[src/rtl/key_event_decoder.sv]
// Classifies debounced key presses: short, long, auto-repeat, double click.
// Define KEY_DOUBLE_CLICK_EN to build the double-click window states.
module key_event_decoder #(
    parameter int unsigned      CNT_W        = 16,
    parameter logic [CNT_W-1:0] PRESCALE     = 16'd1000,
    parameter logic [CNT_W-1:0] LONG_TICKS   = 16'd500,
    parameter logic [CNT_W-1:0] REPEAT_TICKS = 16'd100,
    parameter logic [CNT_W-1:0] DBL_TICKS    = 16'd250
) (
    input  logic clk,
    input  logic resetN,
    input  logic keyLevel,
    output logic shortPress,
    output logic longPress,
    output logic repeatPulse,
    output logic doubleClick,
    output logic keyHeld
);

    localparam logic [CNT_W-1:0] ONE = {{(CNT_W-1){1'b0}}, 1'b1};
    localparam logic [CNT_W-1:0] PRE_LAST  = PRESCALE - ONE;
    localparam logic [CNT_W-1:0] LONG_LAST = LONG_TICKS - ONE;
    localparam logic [CNT_W-1:0] REP_LAST  = REPEAT_TICKS - ONE;

    if (PRESCALE == '0 || LONG_TICKS == '0 ||
        REPEAT_TICKS == '0 || DBL_TICKS == '0) begin : g_bad_param
        $error("key_event_decoder: tick parameters must be >= 1");
    end

    typedef enum logic [2:0] {
        IDLE,
        PRESSED,
`ifdef KEY_DOUBLE_CLICK_EN
        WAIT_SECOND,
        SECOND_PRESSED,
`endif
        LONG_HELD
    } state_t;

    state_t           state;
    state_t           state_nxt;
    logic             key_q;
    logic             key_qd;
    logic             armed;
    logic [CNT_W-1:0] presc;
    logic [CNT_W-1:0] hold_cnt;
    logic             tick;
    logic             rise;
    logic             fall;
    logic             long_hit;
    logic             rep_hit;
    logic             short_d;
    logic             long_d;
    logic             rep_d;
    logic             held_nxt;
`ifdef KEY_DOUBLE_CLICK_EN
    logic             dbl_hit;
    logic             dbl_d;
`endif

    assign tick     = (presc == PRE_LAST);
    assign rise     = key_q & ~key_qd;
    assign fall     = ~key_q & key_qd;
    assign long_hit = tick && (hold_cnt == LONG_LAST);
    assign rep_hit  = tick && (hold_cnt == REP_LAST);
`ifdef KEY_DOUBLE_CLICK_EN
    assign dbl_hit  = tick && (hold_cnt == DBL_TICKS - ONE);
`endif

    // armed follows the raw level so the cleared key_q after reset cannot arm
    always_ff @(posedge clk) begin
        if (!resetN) begin
            key_q  <= 1'b0;
            key_qd <= 1'b0;
            armed  <= 1'b0;
            presc  <= '0;
        end else begin
            key_q  <= keyLevel;
            key_qd <= key_q;
            armed  <= armed | ~keyLevel;
            presc  <= tick ? '0 : presc + ONE;
        end
    end

    always_ff @(posedge clk) begin
        if (!resetN) begin
            state <= IDLE;
        end else begin
            state <= state_nxt;
        end
    end

    always_ff @(posedge clk) begin
        if (!resetN) begin
            hold_cnt <= '0;
        end else if (state_nxt != state || rep_d) begin
            hold_cnt <= '0;
        end else if (tick && hold_cnt != '1) begin
            hold_cnt <= hold_cnt + ONE;
        end
    end

    // key edges take priority over tick thresholds in every state
    always_comb begin
        state_nxt = state;
        case (state)
            IDLE: begin
                if (rise && armed) state_nxt = PRESSED;
            end
            PRESSED: begin
                if (fall) begin
`ifdef KEY_DOUBLE_CLICK_EN
                    state_nxt = WAIT_SECOND;
`else
                    state_nxt = IDLE;
`endif
                end else if (long_hit) begin
                    state_nxt = LONG_HELD;
                end
            end
            LONG_HELD: begin
                if (fall) state_nxt = IDLE;
            end
`ifdef KEY_DOUBLE_CLICK_EN
            WAIT_SECOND: begin
                if (rise) state_nxt = SECOND_PRESSED;
                else if (dbl_hit) state_nxt = IDLE;
            end
            SECOND_PRESSED: begin
                if (fall) state_nxt = IDLE;
                else if (long_hit) state_nxt = LONG_HELD;
            end
`endif
            default: state_nxt = IDLE;
        endcase
    end

    always_comb begin
        short_d = 1'b0;
        long_d  = 1'b0;
        rep_d   = 1'b0;
`ifdef KEY_DOUBLE_CLICK_EN
        dbl_d   = 1'b0;
`endif
        case (state)
            PRESSED: begin
                if (!fall && long_hit) long_d = 1'b1;
`ifndef KEY_DOUBLE_CLICK_EN
                if (fall) short_d = 1'b1;
`endif
            end
            LONG_HELD: begin
                if (!fall && rep_hit) rep_d = 1'b1;
            end
`ifdef KEY_DOUBLE_CLICK_EN
            WAIT_SECOND: begin
                if (!rise && dbl_hit) short_d = 1'b1;
            end
            SECOND_PRESSED: begin
                if (fall) dbl_d = 1'b1;
                else if (long_hit) long_d = 1'b1;
            end
`endif
            default: ;
        endcase
    end

    always_comb begin
        held_nxt = (state_nxt == PRESSED) || (state_nxt == LONG_HELD);
`ifdef KEY_DOUBLE_CLICK_EN
        held_nxt = held_nxt || (state_nxt == SECOND_PRESSED);
`endif
    end

    always_ff @(posedge clk) begin
        if (!resetN) begin
            shortPress  <= 1'b0;
            longPress   <= 1'b0;
            repeatPulse <= 1'b0;
            keyHeld     <= 1'b0;
        end else begin
            shortPress  <= short_d;
            longPress   <= long_d;
            repeatPulse <= rep_d;
            keyHeld     <= held_nxt;
        end
    end

`ifdef KEY_DOUBLE_CLICK_EN
    always_ff @(posedge clk) begin
        if (!resetN) begin
            doubleClick <= 1'b0;
        end else begin
            doubleClick <= dbl_d;
        end
    end
`else
    assign doubleClick = 1'b0;
`endif

endmodule
[config.mk]
export PLATFORM = sky130hd
export DESIGN_NAME = key_event_decoder
export DESIGN_NICKNAME = d
export VERILOG_FILES = /design/src/rtl/key_event_decoder.sv
export SDC_FILE = /design/constraint.sdc
export NUM_CORES = 1
export LEC_CHECK = 0
export BUFFER_PORTS_ARGS = -buffer_cell sky130_fd_sc_hd__buf_2
export CAP_MARGIN = 20
export CORE_MARGIN = 2
export CORE_UTILIZATION = 45
export CTS_CLUSTER_DIAMETER = 50
export DETAILED_ROUTE_END_ITERATION = 10
export PLACE_DENSITY = 0.62
export SLEW_MARGIN = 10
export SYNTH_ARGS = -nofsm -noshare
export SYNTH_HDL_FRONTEND = slang
export SYNTH_SLANG_ARGS = --single-unit
[constraint.sdc]
create_clock -name clk -period 4.59 [get_ports clk]
set_input_delay 0.918 -clock clk [delete_from_list [all_inputs] [get_ports clk]]
set_output_delay 0.918 -clock clk [all_outputs]
set_load 0.1 [all_outputs]
* Yosys cells after proc, flatten, opt, wreduce, memory -nomap -nowiden
Cells that the tools add are included.
Word-level totals: register bits after elaboration 42, input bits 3, output and inout bits 5
Operators by class: add/sub/neg operators 2, equality and inequality tests 9, mux-type cells 9, bitwise gates (word level) 7, reduce and logical (&&, ||, !) cells 13
Operator list (count):
- 16-bit by 1-bit adder with 16-bit output (second input constant) | 2
- 16-bit by 10-bit == test with 1-bit output (second input constant) | 1
- 16-bit by 7-bit == test with 1-bit output (second input constant) | 1
- 16-bit by 9-bit == test with 1-bit output (second input constant) | 1
- 16-bit != test (second input constant) | 1
- 3-bit two-way mux | 4
- 3-bit case mux with 3 select lines | 1
- 3-bit by 1-bit == test with 1-bit output (second input constant) | 2
- 3-bit by 2-bit == test with 1-bit output (second input constant) | 2
- 1-bit logical AND | 6
- 1-bit two-way mux | 4
- 1-bit NOT | 4
- 2-bit OR reduction | 2
- 3-bit zero test | 1
- 3-bit != test | 1
- 1-bit AND | 2
- 1-bit logical OR | 2
- 2-bit AND reduction | 1
- 1-bit zero test | 1
- 1-bit OR | 1

* Logic depth before layout (Yosys ltp)
Gate-level depths: netlist of the first run.
depth after elaboration 8, depth in mapped cells 7, depth with buffers taken out 6

* Worst setup path before layout of the first run
OpenSTA, ideal clock, no wires.
path type register to output, start register keyHeld, end output keyHeld, data arrival time 0.909 ns, setup slack 2.763 ns, cell stages (with the launch flop) 1, path buffers 0, cell sequence dfxtp_1
RTL lines:
- start: declaration | line 17 | output logic keyHeld
- start signal: assignment | line 185 | keyHeld <= held_nxt;
No word-level cell between the ends.

* Worst setup path after layout of the first run
start register presc[0], end register hold_cnt[12]
Between the ends: cells in the longest elaborated chain, start to end 8, elaborated cells on any way between the ends 13
Ends and longest elaborated chain:
- start: declaration | line 45 | logic [CNT_W-1:0] presc;
- start signal: assignment | line 81 | presc <= tick ? '0 : presc + ONE;
- 16-bit by 10-bit == test with 1-bit output * | line 61 | assign tick = (presc == PRE_LAST);
- 1-bit logical AND | line 64 | assign long_hit = tick && (hold_cnt == LONG_LAST);
- 3-bit two-way mux | line 117 | end else if (long_hit) begin
- 3-bit two-way mux | line 111 | if (fall) begin
- 3-bit case mux with 3 select lines | line 106 | case (state)
- 3-bit != test | line 96 | end else if (state_nxt != state || rep_d) begin
- 1-bit logical OR | line 96
- 2-bit OR reduction (no line)
- end signal: assignment | line 99 | hold_cnt <= hold_cnt + ONE;
- end: declaration | line 46 | logic [CNT_W-1:0] hold_cnt;
Mark *: on every way between the ends. The rest lies on a longest branch, timed or not. A chain may end at the register's enable or synchronous reset.

==> results of run 1 <==
metal layers:
| metal | vias up | GRT usage (%) | part of all wire (%) |
|---|---|---|---|
| met5 | - | 0 | 0 |
| met4 | 0 | 6.97 | 2.0 |
| met3 | 7 | 4.65 | 3.5 |
| met2 | 24 | 25.1 | 46 |
| met1 | 686 | 18.6 | 48 |
| li1 | 742 | - | - |
Yosys cell counts, types with 2 or more instances:
| library cell | instances | area, um2 |
|---|---|---|
| or3_1 | 3 | 18.8 |
| and4_1 | 2 | 17.5 |
| nor2_1 | 32 | 120 |
| ha_1 | 2 | 25.0 |
| xor2_1 | 20 | 175 |
| o211ai_1 | 5 | 37.5 |
| nand4_1 | 6 | 37.5 |
| nand2b_1 | 3 | 18.8 |
| nor2b_1 | 3 | 18.8 |
| nor3_1 | 7 | 35.0 |
| xnor2_1 | 4 | 35.0 |
| nor4_1 | 3 | 18.8 |
| and2_1 | 5 | 31.3 |
| o2111ai_1 | 2 | 17.5 |
| a21oi_1 | 4 | 20.0 |
| nor3b_1 | 2 | 15.0 |
| o21ai_0 | 6 | 30.0 |
| and3_2 | 4 | 30.0 |
| clkbuf_1 | 3 | 11.3 |
| nand3_1 | 9 | 45.0 |
| inv_1 | 2 | 7.51 |
| nand2_1 | 11 | 41.3 |
| dfxtp_1 | 42 | 841 |
| and3_1 | 9 | 56.3 |
| buf_6 | 2 | 22.5 |
worst max-delay path: cells and delay by family (launching register included):
family,cells,cell delay (ns)
compound gates,1,0.62
buf+inv,1,0.28
fa+ha+maj,1,0.22
flops,1,0.36
simple gates,3,0.54
how the worst max path moves through the flow:
stage	startpoint	to	slack, ns	cells past startpoint
2_1_floorplan	keyHeld	keyHeld	2.76	0
3_3_place_gp	presc[0]	hold_cnt[15]	2.34	5
3_5_place_dp	presc[0]	hold_cnt[15]	2.16	5
4_1_cts	presc[0]	hold_cnt[15]	2.17	5
5_1_grt	presc[0]	hold_cnt[15]	2.27	6
6_report	presc[0]	hold_cnt[12]	2.45	6
stage by stage:
| step | cells | utilization (%) | cell area [um2] |
|---|---|---|---|
| 3_5_place_dp | 258 | 48.6 | 1970 |
| 5_1_grt | 266 | 51.6 | 2090 |
| 3_3_place_gp | 258 | 48.6 | 1970 |
| 6_report | 266 | 51.6 | 2090 |
| 4_1_cts | 265 | 51.4 | 2090 |
| 2_1_floorplan | 209 | - | 1930 |
power groups by stage:
stage	Clock (mW)	Combinational, mW	Sequential (mW)
after global routing	0.317	0.0227	0.372
after floorplan	0	0.0161	0.380
after global placement	0	0.0193	0.380
after CTS	0.303	0.0200	0.371
final	0.294	0.0206	0.372
after detailed placement	0	0.0199	0.380
area by class of cell:
type                       count  area [um2]
fill                         367        1960
multi-input combinational    158        1030
sequential                    42         841
clock buffer                   6        82.6
tap                           50        62.6
timing repair buffer           7        37.5
clock inverter                 1        30.0
inverter                       2        7.51
registers in the layout (all words and copies together), names as in the netlist:
signal and flops:
armed 1, hold_cnt 16, keyHeld 1, key_q 1
key_qd 1, longPress 1, presc 16, repeatPulse 1
shortPress 1, state 3
cells by family after synthesis:
| logic type | after synthesis | share of synthesized area [%] |
|---|---|---|
| AND/OR/NAND/NOR | 105 | 30.7 |
| buffers and inverters | 9 | 2.80 |
| multiplexers | 1 | 0.521 |
| other | 1 | 0.195 |
| AO/OA/AOI/OAI | 23 | 9.30 |
| XOR/XNOR | 24 | 10.9 |
| adder cells (fa/ha/maj) | 3 | 1.82 |
| flip-flops | 42 | 43.7 |
==> qor.csv, run 1 <==
metric,value,unit
postCtsSetupBuffers,0,
num_rows,23,
finClkSkew,0.0123,ns
hpwlAfterDp,2510,um
cts_buffers,5,
cts_root_buffer,clkbuf_8,
seqPwrFrac,54.1,%
crit_type,reg -> reg,
fp.dieArea,4810,um2
gp_congestion,0.853,
worst_slack,2.45,ns
hold_viol_final,0,
critPathArrivalTime,2.31,ns
syn-instance-count,208,
ios,8,
cts_resized,0,
startpoint_type,flop,
holdPathEnd,presc[0],
max_stage_delay,0.62,ns
grt_pass1_wl,6090,um
irDropWorstVdd,0.233,mV
rrSetupSlack,2.45,ns
ys_seq_area_share,43.7,%
timing.setup.tns,0,ns
worstPathRequired,4.77,ns
clock_latency,0.29,ns
crit_chain,"ha_1, and3_1, nand4_1, o31ai_2, buf_4, nor3b_1",
layout-drive-gt1-share,12.5,%
nNetsFinal,221,
overflow,0,
mostFrequentLayoutCell,dfxtp_1,
worstPathMaxFanout,9,
synth-edff-count,0,
p_int,549,uW
io_buffers,6,
ys_seq_elements,42,
total_power,687,uW
die_width,69.4,um
power_density,328,nW/um2
start_util,47.4,%
cap_violations,0,
routed_wl,3490,um
area_growth,8.85,%
setup_viol,0,
fin_crit_sh,46.6,%
async_flop_share,0,%
comb_power_share,3.0,%
clkPwrFrac,42.9,%
htree_levels,2,
synth.distinct_cells,42,
antennaDiodeCount,0,
slew_violations,0,
hold_depth,1,
pre_cts_slack,2.16,ns
fp.coreArea,4060,um2
synthFlopType,dfxtp_1,
hp-start,presc[0],
antenna_found_initial,0,
max_freq,468,MHz
drtAntennaViolNets,0,
worst_slew_pin_slew,0.631,ns
cts.path.max_buffers,2,
power_switching_share,20.0,%
slew-limit-headroom,57.6,%
cts_sinks,42,
min_period,2.14,ns
die_h,69.4,um
endpoint_kind,flop,
crit_path_top_delay_cell,o31ai_2,
cts.clk_slew.worst_paths,0.07,ns
rr_endpoint,hold_cnt[12],
leakage,0.786,nW
hp-class,reg -> reg,
ctsHoldBuffers,0,
cts_tree,yes,
layout.cells.most_common_list,"dfxtp_1 (42), nor2_1 (32), xor2_1 (20)",
viasPerCell,5.48,
grt_pass1_vias,1384,
vias,1459,
grt_start_max_net_pins,17,
rsz0062_at_grt,false,
status,completed,
hold_ws,0.461,ns
drt_iter0_drc,86,
yosys_warnings,0,
p_sw,138,uW
drc,0,
reg2reg_depth,6,
syn_area,1920,um2
first_pass_iters,4,
wl_per_cell,13.1,um
avgSynthCellArea,9.25,um2
grt_use_total,15.4,%
rr_startpoint,presc[0],
Note: power is estimated with default switching activity, not from simulation.
==> inputs of run 2 (changes only) <==
- clock period: 4.59 -> 2.2 ns (I/O delays scaled with it)
==> qor.csv, run 2 (synthesized netlist as in run 1, its figures left out) <==
metric,value,unit,change
status,completed,,
fp.coreArea,4060,um2,unchanged
irDropWorstVdd,0.390,mV,+67%
fp.dieArea,4810,um2,unchanged
hp-class,in -> reg,,
hold_ws,0.332,ns,-0.128 ns
stdcell_count,271,,+1.9%
min_period,1.79,ns,-0.342 ns
finClkSkew,0.00996,ns,-0.00230 ns
fin_crit_sh,81.6,%,+35 points
grt_pass1_vias,1419,,+2.5%
io_buffers,6,,unchanged
cts_buffers,5,,unchanged
cap_violations,0,,unchanged
grt_pass1_wl,6380,um,+4.8%
layout-drive-gt1-share,14.0,%,+1.5 points
pre_cts_slack,0.401,ns,-1.76 ns
grt_start_max_net_pins,15,,-2
critPathArrivalTime,2.01,ns,-0.30 ns
slew-limit-headroom,59.3,%,+1.7 points
cts.clk_slew.worst_paths,0.08,ns,about the same
ctsHoldBuffers,0,,unchanged
endpoint_kind,flop,,
rsz0062_at_grt,false,,
htree_levels,2,,unchanged
vias,1463,,+0.27%
largestRegisters,"hold_cnt x16, presc x16, state x3",,
postCtsSetupBuffers,0,,unchanged
start_util,47.4,%,unchanged
worstPathRequired,2.42,ns,-2.35 ns
viasPerCell,5.40,,-1.6%
first_pass_iters,4,,unchanged
setup_viol,0,,unchanged
cts_root_buffer,clkbuf_8,,
overflow,0,,unchanged
gp_congestion,0.815,,-4.4%
worst_slack,0.406,ns,-2.05 ns
routed_wl,3590,um,+2.8%
hold_viol_final,0,,unchanged
startpoint_type,flop,,
worst_slew_pin_slew,0.606,ns,-0.0251 ns
slew_violations,0,,unchanged
reg2reg_depth,6,,unchanged
grt_use_total,16.5,%,+1.2 points
mostFrequentLayoutCell,dfxtp_1,,
antennaDiodeCount,0,,unchanged
wl_per_cell,13.2,um,+0.94%
die_width,69.4,um,unchanged
timing.setup.tns,0,ns,unchanged
total_power,1.29,mW,+89%
area_growth,9.04,%,
power_density,617,nW/um2,+88%
drc,0,,unchanged
cts_tree,yes,,
drt_iter0_drc,149,,+73%
hold_depth,2,,+1
worstPathMaxFanout,9,,unchanged
nNetsFinal,225,,+1.8%
cts_sinks,42,,unchanged
hpwlAfterDp,2690,um,+7.2%
cts.path.max_buffers,2,,unchanged
die_h,69.4,um,unchanged
final.fill_count,376,,+2.5%
clock_latency,0.29,ns,about the same
ios,8,,unchanged
layout.cells.most_common_list,"dfxtp_1 (42), nor2_1 (32), xor2_1 (20)",,
leakage,0.792,nW,+0.78%
antenna_found_initial,0,,unchanged
max_freq,557,MHz,+19%
dp_cells,263,,+1.9%
cts_resized,0,,unchanged
crit_type,reg -> reg,,
drtAntennaViolNets,0,,unchanged
num_rows,23,,unchanged
==> run 2: cell types whose count changed in the layout (fill, tap and decap cells not counted) <==
| cell | delta |
|---|---|
| buf_4 | +4 |
| bufinv_16 | -1 |
| clkbuf_1 | +1 |
| clkbuf_8 | -1 |
| clkinv_2 | +1 |
| clkinv_4 | +1 |
==> run 2: power breakdown <==
group | switching [mW] | internal (mW) | total, mW
registers | 0.00643 | 0.769 | 0.775
clock network | 0.251 | 0.224 | 0.475
logic | 0.0296 | 0.0146 | 0.0442
==> run 2: worst paths after layout <==
| path | start | endpoint | slack, ns |
|---|---|---|---|
| worst max-delay path | presc[0] | hold_cnt[13] | 0.41 |
| worst min-delay path | keyLevel | armed | 0.33 |
| worst max register to register | presc[0] | hold_cnt[13] | 0.41 |
| worst min register to register | presc[0] | presc[0] | 0.47 |
==> run 2: per-stage QoR <==
stage	util [%]	cell area, um2
2_1_floorplan	-	1930
3_3_place_gp	49.6	2010
3_5_place_dp	49.6	2010
4_1_cts	51.7	2100
5_1_grt	51.7	2100
6_report	51.7	2100
==> run 2: final cells by class <==
type | count | area [um2] | area share, %
clock buffers | 6 | 72.6 | 3.46
clock inverters | 2 | 13.8 | 0.656
inverters | 2 | 7.51 | 0.358
multi-input cells | 158 | 1030 | 49.2
flip-flops and latches | 42 | 841 | 40.1
well taps | 50 | 62.6 | 2.98
repair buffers | 11 | 67.6 | 3.22
==> run 2: metal layers <==
layer / vias to the layer above / global-route usage (%) / share of wire (%)
li1: 760 / - / -
met1: 678 / 19.5 / 47
met2: 23 / 28.1 / 50
met3: 2 / 5.81 / 2.9
met4: 0 / 5.23 / 0.47
met5: - / 0 / 0
==> run 2: critical path, cell delays in order, from the launching register on <==
cell	delay (ns)
dfxtp_1	0.36
ha_1	0.21
and3_1	0.20
and4_1	0.26
o2111ai_4	0.17
or3_1	0.36
a21oi_1	0.16
==> inputs of run 3 (changes only) <==
- PLACE_DENSITY: 0.62 -> 0.65
- clock period: 2.2 -> 1.49 ns (I/O delays scaled with it)
==> qor.csv, run 3 (synthesized netlist as in run 1, its figures left out) <==
metric,value,unit,change
drtAntennaViolNets,0,,unchanged
routed_wl,5000,um,+39%
htree_levels,2,,unchanged
power_density,774,nW/um2,+25%
grt_util_met2,33.7,%,+5.6 points
cts_sinks,42,,unchanged
wl_per_cell,14.8,um,+11%
vias,1824,,+25%
nNetsFinal,293,,+30%
endpoint_kind,flop,,
fin_crit_sh,113,%,+32 points
num_rows,23,,unchanged
overflow,0,,unchanged
slew_violations,0,,unchanged
viasPerCell,5.38,,-0.33%
cts_buffers,5,,unchanged
ctsHoldBuffers,0,,unchanged
met1_usage,23.2,%,+3.7 points
cts_root_buffer,clkbuf_8,,
io_buffers,6,,unchanged
worst_slack,-0.197,ns,-0.603 ns
largestRegisters,"hold_cnt x16, presc x16, state x3",,
hold_ws,0.192,ns,-0.140 ns
ios,8,,unchanged
fp.dieArea,4810,um2,unchanged
rr_startpoint,state[2],,
grtUsageMet3,5.09,%,-0.73 points
startpoint_type,flop,,
rrSetupSlack,-0.20,ns,-0.60 ns
fp.coreArea,4060,um2,unchanged
cp-startpoint,state[2],,
status,"complete, but fails checks",,
clock_latency,0.30,ns,about the same
stdcell_area,3090,um2,+47%
grt_pass1_wl,7670,um,+20%
dp_cells,316,,+20%
worstPathRequired,1.67,ns,-0.75 ns
antenna_found_initial,0,,unchanged
antennaDiodeCount,0,,unchanged
timing.setup.tns,-3.65,ns,-3.65 ns
start_util,47.4,%,unchanged
irDropWorstVdd,0.623,mV,+60%
leakage,1.23,nW,+56%
hpwlAfterDp,2950,um,+9.6%
drt_iter0_drc,67,,-55%
worstPathMaxFanout,7,,-2
layout-drive-gt1-share,56.7,%,+43 points
cts.clk_slew.worst_paths,0.08,ns,about the same
setup_viol,34,,+34
hold_viol_final,0,,unchanged
first_pass_iters,4,,unchanged
gp_congestion,0.790,,-3.2%
violations,setup timing,,
die_width,69.4,um,unchanged
grt_start_max_net_pins,15,,unchanged
cts.path.max_buffers,2,,unchanged
top_usage_layer,met2,,
crit_type,reg -> reg,,
rsz0062_at_grt,true,,
hp-start,keyLevel,,
area_growth,60.8,%,
final.fill_count,270,,-28%
finClkSkew,0.00710,ns,-0.00286 ns
stdcell_count,339,,+25%
grt_use_total,19.9,%,+3.4 points
hp-class,in -> reg,,
layout.cells.most_common_list,"buf_4 (62), dfxtp_1 (30), xor2_1 (15)",,
die_h,69.4,um,unchanged
max_freq,593,MHz,+6.4%
drc,0,,unchanged
min_period,1.69,ns,-0.107 ns
grt_pass1_vias,1771,,+25%
cap_violations,0,,unchanged
mostFrequentLayoutCell,buf_4,,
critPathArrivalTime,1.87,ns,-0.14 ns
cts_tree,yes,,
placed_cell_area,2470,um2,+23%
## run 3: area by class of cell
type	instances	area [um2]	share of cell area, %
clock buffer	6	82.6	2.67
tap	50	62.6	2.02
inverter	2	7.51	0.243
multi-input combinational	159	1380	44.7
sequential	42	858	27.8
timing repair buffer	78	639	20.7
clock inverter	2	60.1	1.94
## run 3: metrics by stage
| step | setup slack, ns | utilization, % | power (mW) |
|---|---|---|---|
| 5_1_grt | -0.279 | 76.2 | 2.48 |
| 2_1_floorplan | -0.192 | - | 1.23 |
| 6_report | -0.197 | 76.2 | 2.39 |
| 3_5_place_dp | -0.245 | 61.0 | 1.27 |
| 3_3_place_gp | -0.187 | 61.0 | 1.27 |
| 4_1_cts | -0.142 | 68.2 | 2.39 |
## run 3: what timing repair did
action,CTS,global route
setup endpoints to repair,33,33
pin swaps,12,24
gates cloned,1,1
resized for setup,26,58
setup buffers,6,9
## run 3: where the power goes
| group | internal [mW] | switching (mW) | leakage (nW) |
|---|---|---|---|
| sequential | 1.13 | 0.0117 | 0.345 |
| clock | 0.715 | 0.393 | 0.0714 |
| combinational | 0.0628 | 0.0755 | 0.817 |
## run 3: worst paths after layout
| kind | end | depth (start not counted) |
|---|---|---|
| max | hold_cnt[11] | 7 |
| max reg2reg | hold_cnt[11] | 7 |
| min reg2reg | key_qd | 1 |
| min | armed | 2 |
## run 3: layer usage
metal	part of all wire [%]	up-vias	wire, um
met3	2.8	13	141
met5	0	-	0
li1	-	892	-
met2	52	29	2600
met4	2.7	0	136
met1	43	890	2130
## run 3: critical path, stage by stage (launching register included)
cell and delay (ns):
dfxtp_2 0.34, buf_6 0.11, nor4_2 0.24, and3_1 0.23, a41oi_2 0.06, o31ai_4 0.36, buf_6 0.20, a21oi_2 0.03
